$ cat config.mk
export PLATFORM = sky130hd
export DESIGN_NAME = calc_key_sequencer_flat
export DESIGN_NICKNAME = d
export VERILOG_FILES = /design/src/rtl/calc_pkg.sv /design/src/rtl/calc_key_sequencer_if.sv /design/src/rtl/dec_accumulator.sv /design/src/rtl/calc_key_sequencer.sv /design/src/flat_wrapper.sv
export SDC_FILE = /design/constraint.sdc
export NUM_CORES = 1
export LEC_CHECK = 0
export ABC_CLOCK_PERIOD_IN_PS = 4000
export CORE_MARGIN = 3
export CORE_UTILIZATION = 57
export CTS_CLUSTER_DIAMETER = 60
export CTS_CLUSTER_SIZE = 14
export DETAILED_ROUTE_END_ITERATION = 12
export PLACE_DENSITY = 0.89
export SYNTH_ARGS = -nofsm -noshare
export SYNTH_HDL_FRONTEND = slang
export SYNTH_HIERARCHICAL = 1
export SYNTH_SLANG_ARGS = --single-unit
$ cat constraint.sdc
create_clock -name clk -period 4 [get_ports clk]
set_input_delay 1 -clock clk [delete_from_list [all_inputs] [get_ports clk]]
set_output_delay 1 -clock clk [all_outputs]
set_load 0.02 [all_outputs]
$ cat src/rtl/calc_pkg.sv
// Shared key-code constants and enums for the calculator key sequencer.
package calc_pkg;

    localparam logic [3:0] KEY_OP_BASE = 4'd10;
    localparam logic [3:0] KEY_ENTER   = 4'd14;
    localparam logic [3:0] KEY_CLEAR   = 4'd15;

    typedef enum logic [1:0] {
        OP_ADD,
        OP_SUB,
        OP_MUL,
        OP_MOD
    } op_e;

    typedef enum logic [2:0] {
        S_A,
        S_OP,
        S_B,
        S_REQ,
        S_DONE
    } state_e;

    function automatic logic is_digit_code(input logic [3:0] code);
        return code <= 4'd9;
    endfunction

    function automatic logic is_op_code(input logic [3:0] code);
        return (code >= KEY_OP_BASE) && (code < KEY_ENTER);
    endfunction

    function automatic op_e op_of_code(input logic [3:0] code);
        logic [3:0] idx;
        idx = code - KEY_OP_BASE;
        return op_e'(idx[1:0]);
    endfunction

endpackage

$ cat src/rtl/calc_key_sequencer_if.sv
// Key-code input and ALU request bus of the calculator key sequencer.
interface calc_key_sequencer_if #(
    parameter int OPW = 8
);
    logic [3:0]     key_code;
    logic           key_valid;
    logic [OPW-1:0] operand_a;
    logic [OPW-1:0] operand_b;
    logic [1:0]     op_sel;
    logic           req_valid;
    logic           req_ready;
    logic [OPW-1:0] disp_val;
    logic           key_reject;

    // key_valid is a one-cycle strobe; req transfers when req_valid & req_ready at a
    // rising edge, and operand_a/operand_b/op_sel stay stable while req_valid is high.
    modport master (
        output key_code, key_valid, req_ready,
        input  operand_a, operand_b, op_sel, req_valid, disp_val, key_reject
    );

    modport slave (
        input  key_code, key_valid, req_ready,
        output operand_a, operand_b, op_sel, req_valid, disp_val, key_reject
    );
endinterface

$ cat src/rtl/dec_accumulator.sv
// Decimal operand builder: value = value*10 + digit while it fits in OPW bits
// and the digit budget; refused digits raise reject for that cycle.
module dec_accumulator #(
    parameter int OPW        = 8,
    parameter int MAX_DIGITS = 3,
    parameter int CW         = $clog2(MAX_DIGITS + 1)
) (
    input  logic           clk,
    input  logic           rst_n,
    input  logic           clear,
    input  logic           load_first,
    input  logic [3:0]     digit,
    input  logic           digit_valid,
    output logic [OPW-1:0] value,
    output logic [OPW-1:0] value_nxt,
    output logic [CW-1:0]  count,
    output logic           reject
);
    localparam int WW = OPW + 4;

    logic [WW-1:0] cand;
    logic [CW-1:0] count_nxt;
    logic          fits;

    // Four extra bits hold (2^OPW-1)*10+9 without wrapping.
    assign cand = WW'(value) * WW'(10) + WW'(digit);
    assign fits = (count < CW'(MAX_DIGITS)) && (cand <= WW'({OPW{1'b1}}));

    always_comb begin
        value_nxt = value;
        count_nxt = count;
        reject    = 1'b0;
        if (clear) begin
            value_nxt = '0;
            count_nxt = '0;
        end else if (load_first) begin
            value_nxt = OPW'(digit);
            count_nxt = CW'(1);
        end else if (digit_valid) begin
            if (fits) begin
                value_nxt = cand[OPW-1:0];
                count_nxt = count + CW'(1);
            end else begin
                reject = 1'b1;
            end
        end
    end

    always_ff @(posedge clk) begin
        if (!rst_n) begin
            value <= '0;
            count <= '0;
        end else begin
            value <= value_nxt;
            count <= count_nxt;
        end
    end

endmodule

$ cat src/rtl/calc_key_sequencer.sv
// Assembles keyboard key codes into operand A, operator, operand B and issues
// one ALU request per ENTER over a valid/ready handshake.
module calc_key_sequencer
    import calc_pkg::*;
#(
    parameter int OPW        = 8,
    parameter int MAX_DIGITS = 3
) (
    input  logic                 clk,
    input  logic                 rst_n,
    calc_key_sequencer_if.slave  bus,
    output state_e               state_dbg
);
    localparam int CW = $clog2(MAX_DIGITS + 1);

    state_e         state_q, state_d;
    logic           is_dig, is_op, is_ent, is_clr;
    logic           a_clr, a_load, a_dv, b_clr, b_load, b_dv, op_load, op_clr;
    logic [OPW-1:0] a_val, a_nxt, b_val, b_nxt;
    logic [CW-1:0]  cnt_a, cnt_b;
    logic           rej_a, rej_b;
    op_e            op_q;
    logic           req_q, rej_q;
    logic [OPW-1:0] disp_q;

    assign is_dig = bus.key_valid && is_digit_code(bus.key_code);
    assign is_op  = bus.key_valid && is_op_code(bus.key_code);
    assign is_ent = bus.key_valid && (bus.key_code == KEY_ENTER);
    assign is_clr = bus.key_valid && (bus.key_code == KEY_CLEAR);

    dec_accumulator #(.OPW(OPW), .MAX_DIGITS(MAX_DIGITS), .CW(CW)) u_acc_a (
        .clk         (clk),
        .rst_n       (rst_n),
        .clear       (a_clr),
        .load_first  (a_load),
        .digit       (bus.key_code),
        .digit_valid (a_dv),
        .value       (a_val),
        .value_nxt   (a_nxt),
        .count       (cnt_a),
        .reject      (rej_a)
    );

    dec_accumulator #(.OPW(OPW), .MAX_DIGITS(MAX_DIGITS), .CW(CW)) u_acc_b (
        .clk         (clk),
        .rst_n       (rst_n),
        .clear       (b_clr),
        .load_first  (b_load),
        .digit       (bus.key_code),
        .digit_valid (b_dv),
        .value       (b_val),
        .value_nxt   (b_nxt),
        .count       (cnt_b),
        .reject      (rej_b)
    );

    always_ff @(posedge clk) begin
        if (!rst_n) state_q <= S_A;
        else        state_q <= state_d;
    end

    // S_REQ ignores every key, CLEAR included, until the handshake completes.
    always_comb begin
        state_d = state_q;
        if (state_q != S_REQ && is_clr) begin
            state_d = S_A;
        end else begin
            case (state_q)
                S_A:     if (is_op && cnt_a != '0) state_d = S_OP;
                S_OP:    if (is_dig) state_d = S_B;
                S_B:     if (is_ent && cnt_b != '0) state_d = S_REQ;
                S_REQ:   if (req_q && bus.req_ready) state_d = S_DONE;
                S_DONE:  if (is_dig) state_d = S_A;
                default: state_d = S_A;
            endcase
        end
    end

    always_comb begin
        a_clr   = 1'b0;
        a_load  = 1'b0;
        a_dv    = 1'b0;
        b_clr   = 1'b0;
        b_load  = 1'b0;
        b_dv    = 1'b0;
        op_load = 1'b0;
        op_clr  = 1'b0;
        if (state_q != S_REQ && is_clr) begin
            a_clr  = 1'b1;
            b_clr  = 1'b1;
            op_clr = 1'b1;
        end else begin
            case (state_q)
                S_A: begin
                    a_dv    = is_dig;
                    op_load = is_op && (cnt_a != '0);
                end
                S_OP: begin
                    b_load  = is_dig;
                    op_load = is_op;
                end
                S_B:    b_dv = is_dig;
                S_DONE: begin
                    a_load = is_dig;
                    b_clr  = is_dig;
                end
                default: ;
            endcase
        end
    end

    // Outputs are registered from next-state values so they line up with the state.
    always_ff @(posedge clk) begin
        if (!rst_n) begin
            op_q   <= OP_ADD;
            req_q  <= 1'b0;
            rej_q  <= 1'b0;
            disp_q <= '0;
        end else begin
            if (op_clr)       op_q <= OP_ADD;
            else if (op_load) op_q <= op_of_code(bus.key_code);
            req_q  <= (state_d == S_REQ);
            rej_q  <= rej_a | rej_b;
            disp_q <= (state_d == S_A || state_d == S_OP) ? a_nxt : b_nxt;
        end
    end

    assign bus.operand_a  = a_val;
    assign bus.operand_b  = b_val;
    assign bus.op_sel     = op_q;
    assign bus.req_valid  = req_q;
    assign bus.disp_val   = disp_q;
    assign bus.key_reject = rej_q;
    assign state_dbg      = state_q;

endmodule
$ cat src/flat_wrapper.sv
// flat-port wrapper written by rule: the top's interface ports become plain ports
module calc_key_sequencer_flat import calc_pkg::*;
#(
    parameter int OPW        = 8,
    parameter int MAX_DIGITS = 3
)
  (clk, rst_n, state_dbg, bus_key_code, bus_key_valid, bus_req_ready, bus_operand_a, bus_operand_b, bus_op_sel, bus_req_valid, bus_disp_val, bus_key_reject);
  calc_key_sequencer_if #(.OPW(OPW)) bus_i ();
  input  logic clk;
  input  logic rst_n;
  output state_e state_dbg;
  input wire logic [$bits(bus_i.key_code)-1:0] bus_key_code;
  input wire logic [$bits(bus_i.key_valid)-1:0] bus_key_valid;
  input wire logic [$bits(bus_i.req_ready)-1:0] bus_req_ready;
  output wire logic [$bits(bus_i.operand_a)-1:0] bus_operand_a;
  output wire logic [$bits(bus_i.operand_b)-1:0] bus_operand_b;
  output wire logic [$bits(bus_i.op_sel)-1:0] bus_op_sel;
  output wire logic [$bits(bus_i.req_valid)-1:0] bus_req_valid;
  output wire logic [$bits(bus_i.disp_val)-1:0] bus_disp_val;
  output wire logic [$bits(bus_i.key_reject)-1:0] bus_key_reject;
  assign bus_i.key_code = bus_key_code;
  assign bus_i.key_valid = bus_key_valid;
  assign bus_i.req_ready = bus_req_ready;
  assign bus_operand_a = bus_i.operand_a;
  assign bus_operand_b = bus_i.operand_b;
  assign bus_op_sel = bus_i.op_sel;
  assign bus_req_valid = bus_i.req_valid;
  assign bus_disp_val = bus_i.disp_val;
  assign bus_key_reject = bus_i.key_reject;
  calc_key_sequencer #(.OPW(OPW), .MAX_DIGITS(MAX_DIGITS)) u_core (.clk(clk), .rst_n(rst_n), .bus(bus_i), .state_dbg(state_dbg));
endmodule
Word-level counts from Yosys, hierarchy flattened
Cells that the tools add are included.

Bits of input ports: 8. Word-level logic and storage cells: 106. Output and inout bits: 31. Flip-flop bits (word level): 35.

Bitwise logic cells: 2. Add/sub/neg operators: 5. Magnitude comparators: 7. Equality and inequality tests: 9. Reductions and logical operators: 28. Multiply operators: 2. Multiplexer cells: 42.

Operators with widths (number): $mux 8 (9); $mux 1 (25); $add 12x4->12 (2); $le 12x8->1 const B (2); $mul 8x3->11 const B (2); $mux 3 (6); $pmux 3 s5 (1); $reduce_bool 2->1 (6); $logic_and 1x1->1 (11); $eq 3x2->1 const B (3); $eq 4x4->1 const B (2); $reduce_and 2->1 (4); $eq 3x1->1 const B (2); $logic_not 3->1 (2); $reduce_or 3->1 (2); $add 2x1->2 const B (2); $ge 4x4->1 const B (1); $le 4x4->1 const B (1); $lt 2x2->1 const B (2); $lt 4x4->1 const B (1); $reduce_or 2->1 (2); $eq 3x3->1 const B (1); $ne 3x2->1 const B (1); $pmux 1 s2 (1); other kinds (4) (4).

Longest topological paths before layout
Depth in word-level cells: 10. Mapped depth: 14. Gate-level depth less buffers: 13.

Modules after synthesis
The synthesis kept the hierarchy.

Modules (own cells, without submodules): dec_accumulator (u_core.u_acc_b) (sequential area each 200.2 um^2, cells each 137, area each 1129.8 um^2, instances 1); dec_accumulator (u_core.u_acc_a) (sequential area each 200.2 um^2, cells each 131, area each 1128.6 um^2, instances 1); calc_key_sequencer (sequential area each 300.3 um^2, cells each 101, area each 848.3 um^2, instances 1).

Worst setup path before layout
OpenSTA, ideal clock, no wires.

Path type: input to register. From: input port bus_key_code[1]. To: register u_core.disp_q[3] (netlist: u_core/bus.disp_val[3]). Path slack: 0.727 ns. Buffers on the path: 1. Data arrival time: 3.201 ns. Stages: 12. Setup time: 0.072 ns. Cell sequence: ha_1 fa_1 a21o_1 nand2_1 or3_1 o2111ai_1 and4_1 buf_6 or4_4 o221ai_2 nand2_1 mux2i_1.

RTL lines: start: declaration (line flat_wrapper.sv:12) `input wire logic [$bits(bus_i.key_code)-1:0] bus_key_code;`; $add 12x4->12, or another cell as far along (line dec_accumulator.sv:26) `assign cand = WW'(value) * WW'(10) + WW'(digit);`; $le 12x8->1, or another cell as far along (line dec_accumulator.sv:27) `assign fits = (count < CW'(MAX_DIGITS)) && (cand <= WW'({OPW{1'b1}}));`; $logic_and 1x1->1, or another cell as far along (line dec_accumulator.sv:27); $mux 8 or $mux 1 (tied branches) (line dec_accumulator.sv:40, calc_key_sequencer.sv:88); $mux 8 (line dec_accumulator.sv:39) `end else if (digit_valid) begin`; $mux 8 (line dec_accumulator.sv:36) `end else if (load_first) begin`; $mux 8 (*) (line dec_accumulator.sv:33) `if (clear) begin`; net u_core.b_nxt[3] (line calc_key_sequencer.sv:19) `logic [OPW-1:0] a_val, a_nxt, b_val, b_nxt;`; $mux 8 (*) (line calc_key_sequencer.sv:124) `disp_q <= (state_d == S_A || state_d == S_OP) ? a_nxt : b_nxt;`; end signal: assignment (line calc_key_sequencer.sv:124); end: declaration (line calc_key_sequencer.sv:24) `logic [OPW-1:0] disp_q;`.

Mark *: on every way through the listed nets, which the timed path passes. The rest lies on a longest branch. A chain may end at the register's enable or synchronous reset.

Final worst setup path
Same ends and word-level chain as after synthesis.

==> impl.org <==
** Setup path
- Crit path arrival time :: 3980 ps
- At the worst endpoint, the required time is 4220 ps.
- Sort of element at the start of the critical path :: primary input
- Worst R2R Path Depth :: 12
- Kind of end point of the critical path :: flip-flop
- Classification of the worst setup path :: in2reg
- Of all nets on the critical path, the largest fanout is 8.

** Layout
- Number of filler cells placed in the layout :: 416
- Layout cells sized above 1 :: 11.7%
- Most common library cell in the layout ignoring fill and taps :: clkdlybuf4s50_1
- Number of antenna cells inserted :: 0
- Across the whole layout, storage elements account for 701 µm².
- Commonest cells after routing, fill and taps aside :: clkdlybuf4s50_1, nand2_1, dfxtp_1
- Area growth from synthesis to layout :: 19.3%
- The final layout contains 461 nets.
- Area used by multi-input combinational logic :: 2280 µm²

** Hold path
- The path class of the tightest hold or removal check is reg2reg.
- Cell count of the worst hold path :: 2

** Outcome
- The run finished with clean final reports.

** Synthesis
- For this run, asynchronously set or reset flops after synthesis account for 0%.
- Total of warnings raised by yosys :: 6
- EDFF count, synth :: 0
- Library cell with the largest summed area after synthesis :: dfxtp_1
- Unique cell type count in the Yosys netlist :: 69
- Total nets after synthesis :: 413
- After technology mapping, the gate count stands at 369.
- Cell Area, Synth :: 3110 µm²
- Dominant synthesized flop cell :: dfxtp_1
- Ranking of synthesized cells by area :: dfxtp_1, ha_1, nand2_1, a21oi_1, mux2i_1
- For this run, the register share of the synthesized area comes to 22.6%.
- Total of flip-flops plus latches after synthesis :: 35
- After synthesis, the largest area contributor takes up 22.6% of total cell area.
- Post-Synthesis Mean Instance Area :: 8.42 µm²

** Global route
- Maximum number of pins on one net before global-route repair :: 26
- Global-route wire length before repair :: 13.3 mm
- Total routing usage reported by global routing :: 25.9%
- The via count of the first global-routing pass was 2896.
- The initial antenna violation count was 0.
- Summed over all layers, the global routing overflow is 0.

** Floorplan
- Ports :: 39
- For this configuration, the core starts out at a cell density of 59.7%.
- DIE HEIGHT :: 79.8 µm
- The die covers 6370 µm².
- The core region is 5200 µm².
- Overall die width :: 79.8 µm
- Number of rows in the core area :: 26

** Power
- The worst-case IR drop observed on VDD is 0.000183 V.
- Summing internal, switching and leakage power gives 1.28 mW.
- In this run the power density over the cells is 344 nW/µm².
- Static Leak :: 1.53 nW

** Flow run
- Max Cap Violations :: 0

** Detailed routing
- Number of violations reported at the end of detailed-routing iteration 0 :: 227
- In the routed design, unresolved DRC markers number 0.
- Final routed wirelength across all metal layers :: 8.02 mm
- The count of nets left with antenna violations once routing finished came out at 0.
- Per-cell routed wire length :: 16.4 µm
- Across all layers, the routed design uses 3050 vias.
- Dividing the detail-routed via count by the number of cells gives 6.25.
- For this run, the detailed router's first-pass iteration total came to 5.

** CTS
- Hold Buf Count CTS :: 0
- The later pin in the worst-skew pair is clocked with a latency of 300 ps.
- The clock passes through at most 2 buffers.
- Buffers inserted during clock tree synthesis total 5.
- Clock slew at reported path FFs :: 80 ps
- Clock tree from TritonCTS :: built
- In this run the number of H-tree levels came out at 2.
- Cell at the root of the clock tree :: clkbuf_8
- Number of sinks handled by clock tree synthesis :: 35
- Once the clock tree was built, the setup fixing pass inserted 0 buffers.
- Number of gates resized after cts :: 0

** Timing
- Post-Route Setup TNS :: 0 ps
- RSZ-0062 raised after global routing :: no
- The worst pin sits at a relative slew slack of 42.0%.
- Counting I/O delays and the setup requirement, the final critical path takes 3760 ps.
- Final number of max-transition violations :: 0
- Setup violations remaining at the end of the flow were counted as 0.
- The number of hold-slack violations in the final timing report is 0.
- For this run, the top clock speed supported by timing is 266 MHz.
- Between clock sinks in the finished design, the worst skew comes to 9.68 ps.
- Final cycle utilization of the critical path :: 94.0%
- At the pin with the least slew margin, the transition time is 867 ps.

** Placement
- Detailed placement ended at an HPWL of 6.27 mm.
- During placement, the flow inserted port buffers numbering 38.
- Routability-driven placement finished with a final weighted congestion of 0.910.
## path summary, 6_finish.rpt
check | startpoint | to | slack, ps
worst max-delay path | bus_key_code[1] | u_core/bus.disp_val[3] | 240
worst min-delay path | u_core/u_acc_a/count[1] | u_core/u_acc_a/count[1] | 500
worst max register to register | u_core/u_acc_a/value[1] | u_core/bus.disp_val[2] | 560
worst min register to register | u_core/u_acc_a/count[1] | u_core/u_acc_a/count[1] | 500
## power breakdown
part	total [mW]	switching, mW	internal (mW)
clock	0.257	0.135	0.122
combinational	0.591	0.329	0.262
sequential	0.429	0.0381	0.391
## critical path: stages
cell and delay, ps:
clkdlybuf4s50_1 520, ha_1 270, fa_1 410, a21o_1 200
nand2_1 90, or3_1 170, o2111ai_1 130, and4_1 310
or4_4 530, o221ai_2 70, nand2_1 80, mux2i_1 190
## logic make-up after synthesis
group / Yosys count / synth area share [%]
flip-flops: 35 / 22.6
adder cells (fa/ha/maj): 36 / 15.5
multiplexers: 12 / 3.87
XOR/XNOR: 18 / 5.32
buffers and inverters: 27 / 4.03
AO/OA/AOI/OAI: 93 / 22.1
AND/OR/NAND/NOR: 148 / 26.7
## cell type report
cell class                      count  share of cell area, %
Multi-Input combinational cell    307                   61.5
Sequential cell                    35                   18.9
Timing Repair Buffer               54                   13.5
Tap cell                           70                   2.36
Clock buffer                        6                   1.96
Inverter                           14                   1.42
Clock inverter                      2                  0.337
## layer usage
layer / up-vias / GRT usage (%) / part of all wire [%]
met1: 1452 / 33.1 / 42
li1: 1466 / - / -
met5: - / 0 / 0
met3: 13 / 3.16 / 5.4
met2: 119 / 45.9 / 51
met4: 0 / 6.76 / 1.3
## Yosys cell counts (all sizes together) (3+ instances only)
cell type and count:
fa 4, nand3 13, a21oi 26, a31oi 6, nor2b 7, nor3b 4
nand2b 11, a221oi 3, ha 32, o21ai 16, nor2 25, buf 8
inv 14, mux2i 12, a21o 3, nand2 36, nand3b 3, a211oi 7
nand4 8, or2 3, or3 3, nor4 7, a311oi 7, dfxtp 35
or3b 4, o31ai 3, xor2 8, xnor2 10, nor3 13, o21a 3
nor4b 3, clkbuf 5
## per-stage QoR
step,worst slack (ps),hold slack (ps),util [%],std cells,area [µm²]
2_1_floorplan,727,467,-,369,3110
3_3_place_gp,104,487,69.6,480,3620
3_5_place_dp,32.7,495,69.6,480,3620
4_1_cts,251,504,71.2,488,3710
5_1_grt,85.7,526,71.2,488,3710
6_report,241,505,71.2,488,3710
## state kept, by name, indices dropped and copies added, names as in the netlist
register / flops
u_core/bus.op_sel: 2
u_core/bus.disp_val: 8
u_core/state_dbg: 3
u_core/u_acc_a/value: 8
u_core/u_acc_a/count: 2
u_core/bus.key_reject: 1
u_core/u_acc_b/count: 2
u_core/bus.req_valid: 1
u_core/u_acc_b/value: 8
Power figures use the tool's default switching activity.
